**src/rtl/pipe_pkg.sv**
```systemverilog
// Shared constants and types for the multi-cycle pipeline hazard unit.
package pipe_pkg;

   localparam logic [1:0] FWD_RF = 2'b00;
   localparam logic [1:0] FWD_W  = 2'b01;
   localparam logic [1:0] FWD_M  = 2'b10;

   localparam int unsigned PC_REG = 15;

   typedef enum logic [0:0] {
      IDLE = 1'b0,
      WAIT = 1'b1
   } mem_state_e;

endpackage

```
**src/rtl/sat_counter.sv**
```systemverilog
// Up-counter that sticks at its maximum value; synchronous active-high clear.
module sat_counter #(
   parameter int unsigned W = 16
) (
   input  logic         clk,
   input  logic         reset,
   input  logic         i_inc,
   output logic [W-1:0] o_count
);

   logic [W-1:0] r_cnt;

   always_ff @(posedge clk) begin
      if (reset) begin
         r_cnt <= '0;
      end else if (i_inc && (r_cnt != '1)) begin
         r_cnt <= r_cnt + 1'b1;
      end
   end

   assign o_count = r_cnt;

endmodule

```
**src/rtl/hazard_unit_mc.sv**
```systemverilog
// Five-stage pipeline hazard unit: operand forwarding, load-use / branch / PC-write control,
// multi-cycle data memory stall with a sticky timeout watchdog, and saturating perf counters.
module hazard_unit_mc #(
   parameter int unsigned RW      = 4,
   parameter int unsigned NSRC    = 3,
   parameter int unsigned TIMEOUT = 16,
   parameter int unsigned CNTW    = 16
) (
   input  logic               clk,
   input  logic               reset,
   input  logic [NSRC*RW-1:0] RAD,
   input  logic [NSRC*RW-1:0] RAE,
   input  logic [RW-1:0]      WA3E,
   input  logic [RW-1:0]      WA3M,
   input  logic [RW-1:0]      WA3W,
   input  logic               RegWriteE,
   input  logic               RegWriteM,
   input  logic               RegWriteW,
   input  logic               MemtoRegE,
   input  logic               MemReqM,
   input  logic               MemReadyM,
   input  logic               BranchTakenE,
   input  logic               PCWrPendingF,
   input  logic               PCSrcW,
   output logic [NSRC*2-1:0]  ForwardE,
   output logic               StallF,
   output logic               StallD,
   output logic               StallE,
   output logic               StallM,
   output logic               FlushD,
   output logic               FlushE,
   output logic               FlushW,
   output logic               MemTimeout,
   output logic [CNTW-1:0]    StallCnt,
   output logic [CNTW-1:0]    FlushCnt
);

   import pipe_pkg::*;

   localparam int unsigned WCW = $clog2(TIMEOUT) + 1;

   mem_state_e          r_state;
   logic [WCW-1:0]      r_wait_cnt;
   logic                r_timeout;

   logic [NSRC*2-1:0]   w_fwd;
   logic [NSRC-1:0]     w_ld_match;
   logic                w_mem_stall;
   logic                w_ld_stall;
   logic                w_stall_f, w_stall_d, w_stall_e, w_stall_m;
   logic                w_flush_d, w_flush_e, w_flush_w;

   for (genvar i = 0; i < NSRC; i++) begin : g_cmp
      logic [RW-1:0] w_rae;
      logic          w_is_pc;
      logic          w_hit_m;
      logic          w_hit_w;

      assign w_rae   = RAE[i*RW +: RW];
      assign w_is_pc = (w_rae == RW'(PC_REG));
      assign w_hit_m = RegWriteM & (w_rae == WA3M);
      assign w_hit_w = RegWriteW & (w_rae == WA3W);

      // PC reads come from the fetch path, so they never take a forwarded value.
      assign w_fwd[i*2 +: 2] = w_is_pc ? FWD_RF :
                               w_hit_m ? FWD_M  :
                               w_hit_w ? FWD_W  : FWD_RF;

      assign w_ld_match[i] = (RAD[i*RW +: RW] == WA3E);
   end

   assign w_mem_stall = MemReqM & ~MemReadyM & ~r_timeout;
   assign w_ld_stall  = MemtoRegE & RegWriteE & (|w_ld_match);

   always_comb begin
      w_stall_f = 1'b0;
      w_stall_d = 1'b0;
      w_stall_e = 1'b0;
      w_stall_m = 1'b0;
      w_flush_d = 1'b0;
      w_flush_e = 1'b0;
      w_flush_w = 1'b0;
      if (!reset) begin
         if (w_mem_stall) begin
            // Freeze F..M; branch and load-use in E are simply held until memory completes.
            w_stall_f = 1'b1;
            w_stall_d = 1'b1;
            w_stall_e = 1'b1;
            w_stall_m = 1'b1;
            w_flush_w = 1'b1;
         end else begin
            w_stall_d = w_ld_stall;
            w_stall_f = w_ld_stall | PCWrPendingF;
            w_flush_e = w_ld_stall | BranchTakenE;
            w_flush_d = PCWrPendingF | PCSrcW | BranchTakenE;
         end
      end
   end

   assign ForwardE   = reset ? '0 : w_fwd;
   assign StallF     = w_stall_f;
   assign StallD     = w_stall_d;
   assign StallE     = w_stall_e;
   assign StallM     = w_stall_m;
   assign FlushD     = w_flush_d;
   assign FlushE     = w_flush_e;
   assign FlushW     = w_flush_w;
   assign MemTimeout = r_timeout;

   always_ff @(posedge clk) begin
      if (reset) begin
         r_state    <= IDLE;
         r_wait_cnt <= '0;
         r_timeout  <= 1'b0;
      end else begin
         case (r_state)
            IDLE: begin
               if (w_mem_stall) begin
                  r_state    <= WAIT;
                  r_wait_cnt <= WCW'(1);
               end
            end
            WAIT: begin
               if (!MemReqM || MemReadyM) begin
                  r_state    <= IDLE;
                  r_wait_cnt <= '0;
               end else if (r_wait_cnt == WCW'(TIMEOUT - 1)) begin
                  r_state    <= IDLE;
                  r_wait_cnt <= '0;
                  r_timeout  <= 1'b1;
               end else begin
                  r_wait_cnt <= r_wait_cnt + 1'b1;
               end
            end
            default: begin
               r_state    <= IDLE;
               r_wait_cnt <= '0;
            end
         endcase
      end
   end

   sat_counter #(
      .W (CNTW)
   ) u_stall_cnt (
      .clk     (clk),
      .reset   (reset),
      .i_inc   (w_stall_d),
      .o_count (StallCnt)
   );

   sat_counter #(
      .W (CNTW)
   ) u_flush_cnt (
      .clk     (clk),
      .reset   (reset),
      .i_inc   (w_flush_e),
      .o_count (FlushCnt)
   );

endmodule

```
**config.mk**
```make
export PLATFORM = sky130hd
export DESIGN_NAME = hazard_unit_mc
export DESIGN_NICKNAME = d
export VERILOG_FILES = /design/src/rtl/pipe_pkg.sv /design/src/rtl/sat_counter.sv /design/src/rtl/hazard_unit_mc.sv
export SDC_FILE = /design/constraint.sdc
export NUM_CORES = 1
export LEC_CHECK = 0
export ABC_AREA = 0
export BUFFER_PORTS_ARGS = -buffer_cell sky130_fd_sc_hd__buf_2
export CAP_MARGIN = 20
export CORE_UTILIZATION = 47
export CTS_BUF_LIST = sky130_fd_sc_hd__clkbuf_8
export DETAILED_ROUTE_END_ITERATION = 12
export PLACE_DENSITY = 0.79
export SYNTH_ARGS = -nofsm -noshare
export SYNTH_HDL_FRONTEND = slang
export SYNTH_SLANG_ARGS = --single-unit
export TNS_END_PERCENT = 30
```
**constraint.sdc**
```tcl
create_clock -name clk -period 1.75 [get_ports clk]
set_input_delay 0.175 -clock clk [delete_from_list [all_inputs] [get_ports clk]]
set_output_delay 0.175 -clock clk [all_outputs]
set_load 0.01 [all_outputs]
```
==> results of run 1 <==
[cell families (layout without fill, tap and decap cells)]
logic type                 count (synthesis)  count (layout)  synth area share [%]
AOI/OAI and AO/OA                         80              80                  19.9
buffers and inverters                     20             162                  3.87
adders and majority gates                  3               3                  1.45
xor gates and xnor gates                  33              33                  11.2
muxes                                      4               4                  1.74
and+or+nand+nor                          134             134                  31.7
DFF                                       39              39                  30.2
[metrics by stage]
stage	util [%]	area [um^2]	hold WS, ns
CTS	71.7	3730	0.259
floorplan	-	2650	0.409
detailed placement	67.5	3510	0.483
global placement	67.5	3510	0.477
finish	73.9	3850	0.270
global route	73.9	3850	0.285
[sequential cells by signal, indices dropped and copies added, names as in the netlist]
signal and cells:
u_flush_cnt.o_count 16, u_stall_cnt.o_count 16, r_wait_cnt 5, MemTimeout 1
r_state 1
[placed cells by master (no fill, tap or decap), types with 6 or more instances in the layout]
master	synthesis	routed
a21oi_1	26	22
nor2b_1	6	6
nor3_1	8	7
o21ai_0	20	18
buf_4	2	47
nand3_1	18	18
dfxtp_2	0	8
buf_2	2	91
buf_6	2	10
and3_1	6	6
dfxtp_1	39	29
or4_1	9	7
or3_1	12	9
nand4_1	11	11
nand2_1	14	13
nor2_1	19	16
xor2_1	30	30
[power groups by stage]
stage               Clock, mW  Combinational [mW]  Sequential, mW
floorplan                   0               0.186           0.922
global route            0.634               0.472           0.900
CTS                     0.588               0.420           0.898
finish                  0.582               0.438           0.899
detailed placement          0               0.374           0.919
global placement            0               0.362           0.918
[final cells by class]
cell class	count	share of cell area, %
Tap cell	70	2.28
Multi-Input combinational cell	254	49.9
Inverter	5	0.488
Sequential cell	39	20.7
Timing Repair Buffer	149	24.4
Clock buffer	5	1.79
Clock inverter	3	0.325
[worst max path at each step]
stage	end	slack (ns)	cells past startpoint
6_report	StallF	-0.16	7
5_1_grt	u_stall_cnt.o_count[11]	-0.20	8
4_1_cts	StallF	-0.15	7
3_5_place_dp	u_flush_cnt.o_count[14]	-0.33	7
3_3_place_gp	u_flush_cnt.o_count[13]	-0.27	7
2_1_floorplan	u_flush_cnt.o_count[10]	-0.02	5
[what timing repair did]
item,CTS,global route
setup buffers,6,1
hold buffers,0,0
pin swaps,14,10
gates resized for setup,20,28
endpoints found under the setup margin,24,36
[critical path, stage by stage (launching register included)]
cell,delay [ns]
dfxtp_4,0.34
or3b_4,0.44
o41ai_4,0.08
buf_4,0.18
o31ai_4,0.06
buf_6,0.13
a21oi_2,0.09
buf_2,0.13
[metal layers]
metal | vias to the layer above | routed length (um) | track usage [%]
li1 | 1483 | - | -
met1 | 1426 | 3450 | 33.6
met2 | 121 | 3840 | 45.6
met3 | 6 | 409 | 3.71
met4 | 0 | 65 | 6.54
met5 | - | 0 | 0
==> out/metrics.csv, run 1 <==
stage,metric,value,unit
clock_network,"Clk pin slew, worst setup/hold paths",0.08,ns
pwr,combinational share of power,22.8,%
grt,first-pass GRT wire length,12500,um
yosys,Synth Net Count,363,
die,Die ar.,5800,um^2
clock_network,Num CTS Buffers,5,
routing,vias per cell,5.78,
yosys,Cells after Synth,313,
pwr,Final Power,1.92,mW
die,# IOs,93,
placement,Setup WS pre-CTS,-0.331,ns
setup_path,Worst EP required,1.57,ns
die,Die X,76.2,um
clock_network,"Clk Latency, worst-skew pair",0.29,ns
flow_run,Max-cap violations,0,
clock_network,CTS tree,yes,
routing,Iter 0 DRT Violations,162,
clock_network,clock sink total,39,
timing,min cycle time layout,1.91,ns
setup_path,crit path max fanout,3,
placement,routability cong.,0.819,
clock_network,H-tree depth,2,
cells_and_area,NumNets Final,504,
yosys,fraction of the yosys area taken by sequential cells,30.2,%
yosys,post-synth top area share,30.2,%
yosys,ranking of synthesized cells by area,"dfxtp_1 30%, xor2_1 10%, a21oi_1 5.0%",
grt,via count of the first global-routing pass,2761,
cells_and_area,ratio of cells with drive above 1 in the final layout,45.9,%
timing,"Slew Viols, Final",0,
grt,antenna violations before repair,0,
run_status,violated checks,negative setup slack,
setup_path,reg-to-reg startpoint,MemTimeout,
timing,Least-Margin Pin Slew,0.493,ns
yosys,fraction of registers with async set/reset,0,%
timing,final period utilization,109,%
yosys,number of synthesized flops with an enable pin,0,
setup_path,cells on worst reg2reg path,8,
yosys,Synth area leader,dfxtp_1,
pwr,Psw,0.554,mW
grt,Congestion Overflow GR,0,
timing,max_slew headroom,67.2,%
cells_and_area,final std cells w/o fill,525,
die,core area,5200,um^2
timing,final setup vio count,18,
timing,clk_skew,0.00605,ns
pwr,pwr dens,499,nW/um^2
pwr,leak pwr,1.66,nW
cells_and_area,antenna cell count,0,
clock_network,worst-case clock buffer depth,2,
routing,final WL,7760,um
setup_path,CP Launch Point,MemTimeout,
routing,wire per inst,14.8,um
grt,gr usage total,26.0,%
die,Initial Util,49.7,%
worst_hold_path,hold endpoint,u_stall_cnt.o_count[8],
worst_hold_path,hold_sp,reset,
setup_path,Crit Path Category,reg2out,
cells_and_area,area of the multi-input gates,1920,um^2
pwr,Internal,1.36,mW
pwr,Seq pwr share,46.8,%
pwr,Switching Share,28.9,%
timing,setup tns final,-1.13,ns
die,Die H,76.2,um
clock_network,Clock Tree Root,clkbuf_8,
cells_and_area,final-layout fill cell count,409,
worst_hold_path,Hold Crit Class,in2reg,
yosys,synth warn,0,
timing,f_max,0.524,GHz
routing,final antenna-violating net count,0,
yosys,mean post-synth cell area,8.26,um^2
yosys,Mapped Area,2580,um^2
yosys,most frequent cell after synthesis,dfxtp_1,
cells_and_area,area delta synth->final,48.9,%
routing,DRC,0,
pwr,Worst VDD drop,0.313,mV
run_status,status,"complete, but fails checks",
setup_path,Crit. End Element,output port,
die,num rows,26,
yosys,Cell variety after synth,52,
setup_path,worst r2r dst,u_stall_cnt.o_count[11],
grt,largest net degree at the start of global routing,20,
timing,final hold violations,0,
setup_path,R2R Setup Slk,-0.16,ns
yosys,Yosys reg bits,39,
cells_and_area,register area,798,um^2
yosys,top_reg_cell synth,dfxtp_1,
yosys,commonest cells in the synthesized netlist,"39 x dfxtp_1, 30 x xor2_1, 26 x a21oi_1",
timing,RSZ-0062 raised after global routing,true,
placement,port bufs,92,
setup_path,worst path arrival time,1.73,ns
worst_hold_path,Hold Path Depth,3,
placement,post-DP HPWL,5720,um
setup_path,CP startpoint kind,flip-flop,
placement,placed cell count,510,
routing,DRT Pass-1 Iters,4,
pwr,Clk pwr share,30.3,%
routing,DR vias,3036,
timing,Worst Slack Setup Final,-0.158,ns
No activity file was read; power rests on OpenSTA's default activity.
==> run 2: changes to the inputs <==
Settings changed: CORE_ASPECT_RATIO set to 0.75.
==> run 2 against run 1 <==
Against the previous run:
- the run still ends with negative setup slack left
- first-iteration DRC count increased by 33%
- count of clock-buffer cells in the layout increased by 1
- largest power group unchanged
- clock power increased by 37%
- cell count decreased by 1.1%
- die area about the same
- via count increased by 0.92%
- combinational power decreased by 5.9%
- worst setup slack got worse by 0.020 ns
- total power increased by 9.9%
- fmax decreased by 1.0%
- final area decreased by 2.5%
- core utilization decreased by 0.26 points
==> out/metrics.csv, run 2 (synthesis results as in run 1) <==
stage,metric,value,unit,change
run_status,status,"complete, but fails checks",,
run_status,violated checks,negative setup slack,,
routing,Iter 0 DRT Violations,216,,+33%
pwr,Seq pwr share,42.6,%,-4.2 points
timing,min cycle time layout,1.93,ns,+0.0199 ns
die,Initial Util,50.8,%,+1.1 points
setup_path,CP cell instances,or3b_4 > o41ai_4 > buf_4 > o31ai_4 > buf_6 > a21oi_2 > buf_2,,
pwr,Switching Share,27.3,%,-1.6 points
die,Die X,87.6,um,+15%
setup_path,worst path arrival time,1.75,ns,+0.02 ns
timing,setup tns final,-1.30,ns,-0.170 ns
cells_and_area,antenna cell count,0,,unchanged
timing,"Slew Viols, Final",0,,unchanged
timing,clk_skew,0.00422,ns,-0.00182 ns
timing,Worst Slack Setup Final,-0.178,ns,-0.0199 ns
cells_and_area,final-layout fill cell count,392,,-4.2%
setup_path,Crit Path Category,reg2out,,
die,Die H,66.2,um,-13%
cells_and_area,NumNets Final,496,,-1.6%
routing,final antenna-violating net count,0,,unchanged
routing,DRC,0,,unchanged
clock_network,hold_buf cts,0,,unchanged
placement,post-DP HPWL,6060,um,+5.8%
pwr,Worst VDD drop,0.278,mV,-11%
routing,wire per inst,15.6,um,+5.3%
setup_path,CP startpoint kind,flip-flop,,
routing,DR vias,3064,,+0.92%
pwr,combinational share of power,19.5,%,-3.3 points
die,num rows,22,,-15%
clock_network,clock sink total,39,,unchanged
grt,antenna violations before repair,0,,unchanged
setup_path,"Largest stage delay, worst path",0.41,ns,-0.03 ns
timing,final period utilization,110,%,+1.1 points
clock_network,CTS tree,yes,,
setup_path,Crit. End Element,output port,,
flow_run,Max-cap violations,0,,unchanged
clock_network,Clock Tree Root,clkbuf_8,,
setup_path,crit path max fanout,3,,unchanged
pwr,leak pwr,1.62,nW,-2.4%
setup_path,Worst EP required,1.57,ns,about the same
die,core area,5090,um^2,-2.2%
timing,Least-Margin Pin Slew,0.409,ns,-0.0837 ns
timing,final setup vio count,22,,+4
clock_network,H-tree depth,2,,unchanged
clock_network,"Clk Latency, worst-skew pair",0.30,ns,about the same
die,# IOs,93,,unchanged
placement,routability cong.,0.857,,+4.7%
cells_and_area,area of the multi-input gates,1880,um^2,-2.2%
timing,final hold violations,0,,unchanged
routing,final WL,8080,um,+4.1%
grt,via count of the first global-routing pass,2712,,-1.8%
timing,max_slew headroom,72.7,%,+5.6 points
cells_and_area,finished layout cell area,3750,um^2,-2.5%
clock_network,worst-case clock buffer depth,2,,unchanged
pwr,Clk pwr share,37.9,%,+7.6 points
timing,RSZ-0062 raised after global routing,true,,
cells_and_area,register area,798,um^2,unchanged
cells_and_area,most frequent cells in the layout,"92 x buf_2, 46 x buf_4, 29 x dfxtp_1",,
placement,Setup WS pre-CTS,-0.319,ns,+0.0110 ns
placement,placed inst area,3490,um^2,-0.57%
setup_path,"CP delay by family, top",buffers and inverters,,
grt,largest net degree at the start of global routing,25,,+25%
clock_network,Num CTS Buffers,5,,unchanged
placement,port bufs,92,,unchanged
timing,f_max,0.519,GHz,-1.0%
grt,Congestion Overflow GR,0,,unchanged
grt,first-pass GRT wire length,12400,um,-0.72%
cells_and_area,ratio of cells with drive above 1 in the final layout,44.1,%,-1.9 points
pwr,pwr dens,562,nW/um^2,+13%
setup_path,highest-delay cell along the critical path,or3b_4,,
clock_network,"Clk pin slew, worst setup/hold paths",0.08,ns,about the same
routing,vias per cell,5.90,,+2.1%
cells_and_area,area delta synth->final,45.2,%,
cells_and_area,"commonest non-fill, non-tap cell in the layout",buf_2,,
grt,gr usage total,27.7,%,+1.6 points
pwr,Psw,0.575,mW,+3.9%
routing,DRT Pass-1 Iters,4,,unchanged
setup_path,Bufs and invs on worst path,3,,unchanged
worst_hold_path,Hold Crit Class,in2reg,,
die,Die ar.,5800,um^2,about the same
pwr,Internal,1.53,mW,+12%
[run 2: layout make-up]
cell class                      instances  share of cell area, %
Tap cell                               72                   2.40
Inverter                                5                  0.500
Timing Repair Buffer                  141                   22.6
Clock inverter                          2                  0.934
Clock buffer                            6                   2.20
Multi-Input combinational cell        254                   50.1
Sequential cell                        39                   21.3
[run 2: per-layer routing]
metal	global-route usage, %	part of all wire (%)	up-vias
li1	-	-	1463
met1	35.2	44	1441
met2	46.0	45	138
met3	5.24	7.0	22
met4	11.1	3.3	0
met5	0	0	-
[run 2: what timing repair did]
action                                  4_1_cts  5_1_grt
gates cloned                                  0        0
endpoints found under the setup margin       17       34
pin swaps                                     5        1
resized for setup                            13       15
buffers inserted                              2        0
[run 2: worst min-delay path, stage by stage]
cell and delay (ns):
buf_2 0.15, a21oi_2 0.06, o31ai_4 0.11, o41ai_1 0.10
[run 2: path summary, 6_finish.rpt]
path,endpoint,slack [ns],cells past startpoint,from
max,StallF,-0.18,7,MemTimeout
min,u_stall_cnt.o_count[6],0.34,4,reset
max reg2reg,u_stall_cnt.o_count[15],-0.13,7,MemTimeout
min reg2reg,r_wait_cnt[4],0.49,1,r_wait_cnt[4]
[run 2: metrics by stage]
stage,power (mW),utilization (%),std cells,hold slack (ns)
2_1_floorplan,1.11,-,313,0.409
3_3_place_gp,1.28,68.6,509,0.476
3_5_place_dp,1.29,68.6,509,0.482
4_1_cts,2.10,72.6,519,0.318
5_1_grt,2.19,73.7,519,0.352
6_report,2.11,73.7,519,0.337
[run 2: power by group through the flow]
stage          clock network [mW]  logic, mW  registers (mW)
2_1_floorplan                   0      0.186           0.922
3_3_place_gp                    0      0.358           0.919
3_5_place_dp                    0      0.373           0.920
4_1_cts                     0.805      0.401           0.898
5_1_grt                     0.842      0.445           0.900
6_report                    0.799      0.412           0.899
==> run 3: changes to the inputs <==
Settings changed: SKIP_LAST_GASP set to 1.
==> run 3 against run 2 <==
Against the previous run:
- the run still ends with negative setup slack left
- via count is 1.7% lower
- non-clock buffer count stayed put
- sequential cell count stayed put
- total power is 0.67% lower
- critical path type unchanged
==> out/metrics.csv, run 3 (synthesis results as in run 1) <==
stage,metric,value,unit,change
run_status,status,"complete, but fails checks",,
run_status,violated checks,negative setup slack,,
clock_network,H-tree depth,2,,unchanged
setup_path,reg-to-reg startpoint,MemTimeout,,
setup_path,Worst EP required,1.57,ns,about the same
setup_path,CP Launch Point,MemTimeout,,
setup_path,CP startpoint kind,flip-flop,,
routing,Iter 0 DRT Violations,211,,-2.3%
clock_network,clock sink total,39,,unchanged
routing,final antenna-violating net count,0,,unchanged
routing,DRT Pass-1 Iters,4,,unchanged
cells_and_area,"commonest non-fill, non-tap cell in the layout",buf_2,,
timing,"Slew Viols, Final",0,,unchanged
placement,port bufs,92,,unchanged
grt,Congestion Overflow GR,0,,unchanged
die,Die H,66.2,um,unchanged
setup_path,highest-delay cell along the critical path,or3b_4,,
grt,gr usage total,27.0,%,-0.66 points
timing,min cycle time layout,1.92,ns,-0.00321 ns
die,Die ar.,5800,um^2,unchanged
pwr,pwr dens,568,nW/um^2,+1.1%
pwr,leak pwr,1.60,nW,-0.95%
clock_network,hold_buf cts,0,,unchanged
grt,via count of the first global-routing pass,2698,,-0.52%
grt,antenna violations before repair,0,,unchanged
placement,routability cong.,0.857,,unchanged
timing,Worst Slack Setup Final,-0.175,ns,+0.00321 ns
flow_run,Max-cap violations,0,,unchanged
timing,clk_skew,0.00378,ns,-0.000442 ns
clock_network,worst-case clock buffer depth,2,,unchanged
cells_and_area,ratio of cells with drive above 1 in the final layout,41.2,%,-2.9 points
timing,final period utilization,110,%,-0.18 points
timing,f_max,0.520,GHz,+0.17%
placement,post-DP HPWL,6060,um,unchanged
timing,max_slew headroom,73.1,%,+0.40 points
cells_and_area,antenna cell count,0,,unchanged
timing,final hold violations,0,,unchanged
die,Initial Util,50.8,%,unchanged
cells_and_area,NumNets Final,496,,unchanged
setup_path,Crit Path Category,reg2out,,
grt,first-pass GRT wire length,12200,um,-1.8%
setup_path,worst r2r dst,u_stall_cnt.o_count[15],,
setup_path,CP cell instances,or3b_4 > o41ai_4 > buf_4 > o31ai_4 > buf_6 > a21oi_2 > buf_2,,
routing,DRC,0,,unchanged
timing,RSZ-0062 raised after global routing,true,,
pwr,Final Power,2.10,mW,-0.67%
die,core area,5090,um^2,unchanged
setup_path,"Largest stage delay, worst path",0.41,ns,about the same
setup_path,cells on worst reg2reg path,7,,unchanged
clock_network,"Clk pin slew, worst setup/hold paths",0.08,ns,about the same
timing,Least-Margin Pin Slew,0.403,ns,-0.00602 ns
setup_path,Crit. End Element,output port,,
routing,wire per inst,14.7,um,-5.3%
grt,largest net degree at the start of global routing,25,,unchanged
cells_and_area,area delta synth->final,42.7,%,
setup_path,crit path max fanout,3,,unchanged
clock_network,CTS tree,yes,,
pwr,Worst VDD drop,0.272,mV,-2.0%
routing,DR vias,3012,,-1.7%
setup_path,worst path arrival time,1.75,ns,about the same
timing,final setup vio count,20,,-9.1%
clock_network,Clock Tree Root,clkbuf_8,,
clock_network,"Clk Latency, worst-skew pair",0.30,ns,about the same
die,# IOs,93,,unchanged
die,num rows,22,,unchanged
worst_hold_path,Hold Crit Class,in2reg,,
worst_hold_path,hold endpoint,u_stall_cnt.o_count[6],,
worst_hold_path,hold_sp,reset,,
cells_and_area,most frequent cells in the layout,"92 x buf_2, 47 x buf_4, 32 x dfxtp_1",,
routing,final WL,7650,um,-5.3%
worst_hold_path,Hold Path Depth,4,,unchanged
placement,Setup WS pre-CTS,-0.319,ns,unchanged
clock_network,Num CTS Buffers,5,,unchanged
die,Die X,87.6,um,unchanged
setup_path,R2R Setup Slk,-0.12,ns,about the same
routing,vias per cell,5.80,,-1.7%
run 3: worst max-delay path by stage:
stage | slack [ns] | cells after the start | end
after floorplan | -0.02 | 5 | u_flush_cnt.o_count[10]
after global placement | -0.24 | 9 | u_flush_cnt.o_count[13]
after detailed placement | -0.32 | 9 | u_flush_cnt.o_count[14]
after CTS | -0.18 | 7 | StallF
after global routing | -0.23 | 7 | StallF
final | -0.17 | 7 | StallF
run 3: per-stage QoR:
| stage | cell area, um^2 | utilization, % | hold WS, ns | cells | TNS (ns) |
|---|---|---|---|---|---|
| floorplan | 2650 | - | 0.409 | 313 | -0.0309 |
| global placement | 3490 | 68.6 | 0.476 | 509 | -3.35 |
| detailed placement | 3490 | 68.6 | 0.482 | 509 | -4.92 |
| CTS | 3670 | 72.0 | 0.318 | 519 | -1.09 |
| global route | 3690 | 72.4 | 0.349 | 519 | -3.69 |
| finish | 3690 | 72.4 | 0.333 | 519 | -1.13 |
run 3: repair_timing:
action	in CTS	in global routing
buffers inserted	2	0
pin swaps	3	0
gates resized for setup	8	5
endpoints found under the setup margin	17	33
run 3: routing by layer:
layer / vias to the layer above / wire length (um) / track usage (%)
met2: 119 / 3430 / 45.0
met3: 18 / 498 / 5.87
met5: - / 0 / 0
met1: 1409 / 3510 / 34.0
li1: 1466 / - / -
met4: 0 / 202 / 10.2
run 3: worst max-delay path: cells and delay by family, from the launching register on:
kind                   cells  cell delay (ns)
AOI/OAI and AO/OA          3             0.25
buffers and inverters      3             0.45
DFF                        1             0.34
and+or+nand+nor            1             0.41
run 3: power by group:
group / internal [mW] / total, mW / switching (mW)
sequential: 0.891 / 0.898 / 0.00741
clock: 0.462 / 0.796 / 0.334
combinational: 0.179 / 0.401 / 0.222
run 3: area by class of cell:
class / instances / area [um^2]
clock buffer: 6 / 82.6
clock inverter: 2 / 35.0
fill: 410 / 1400
inverter: 5 / 18.8
multi-input combinational: 254 / 1820
sequential: 39 / 795
tap: 72 / 90.1
timing repair buffer: 141 / 845
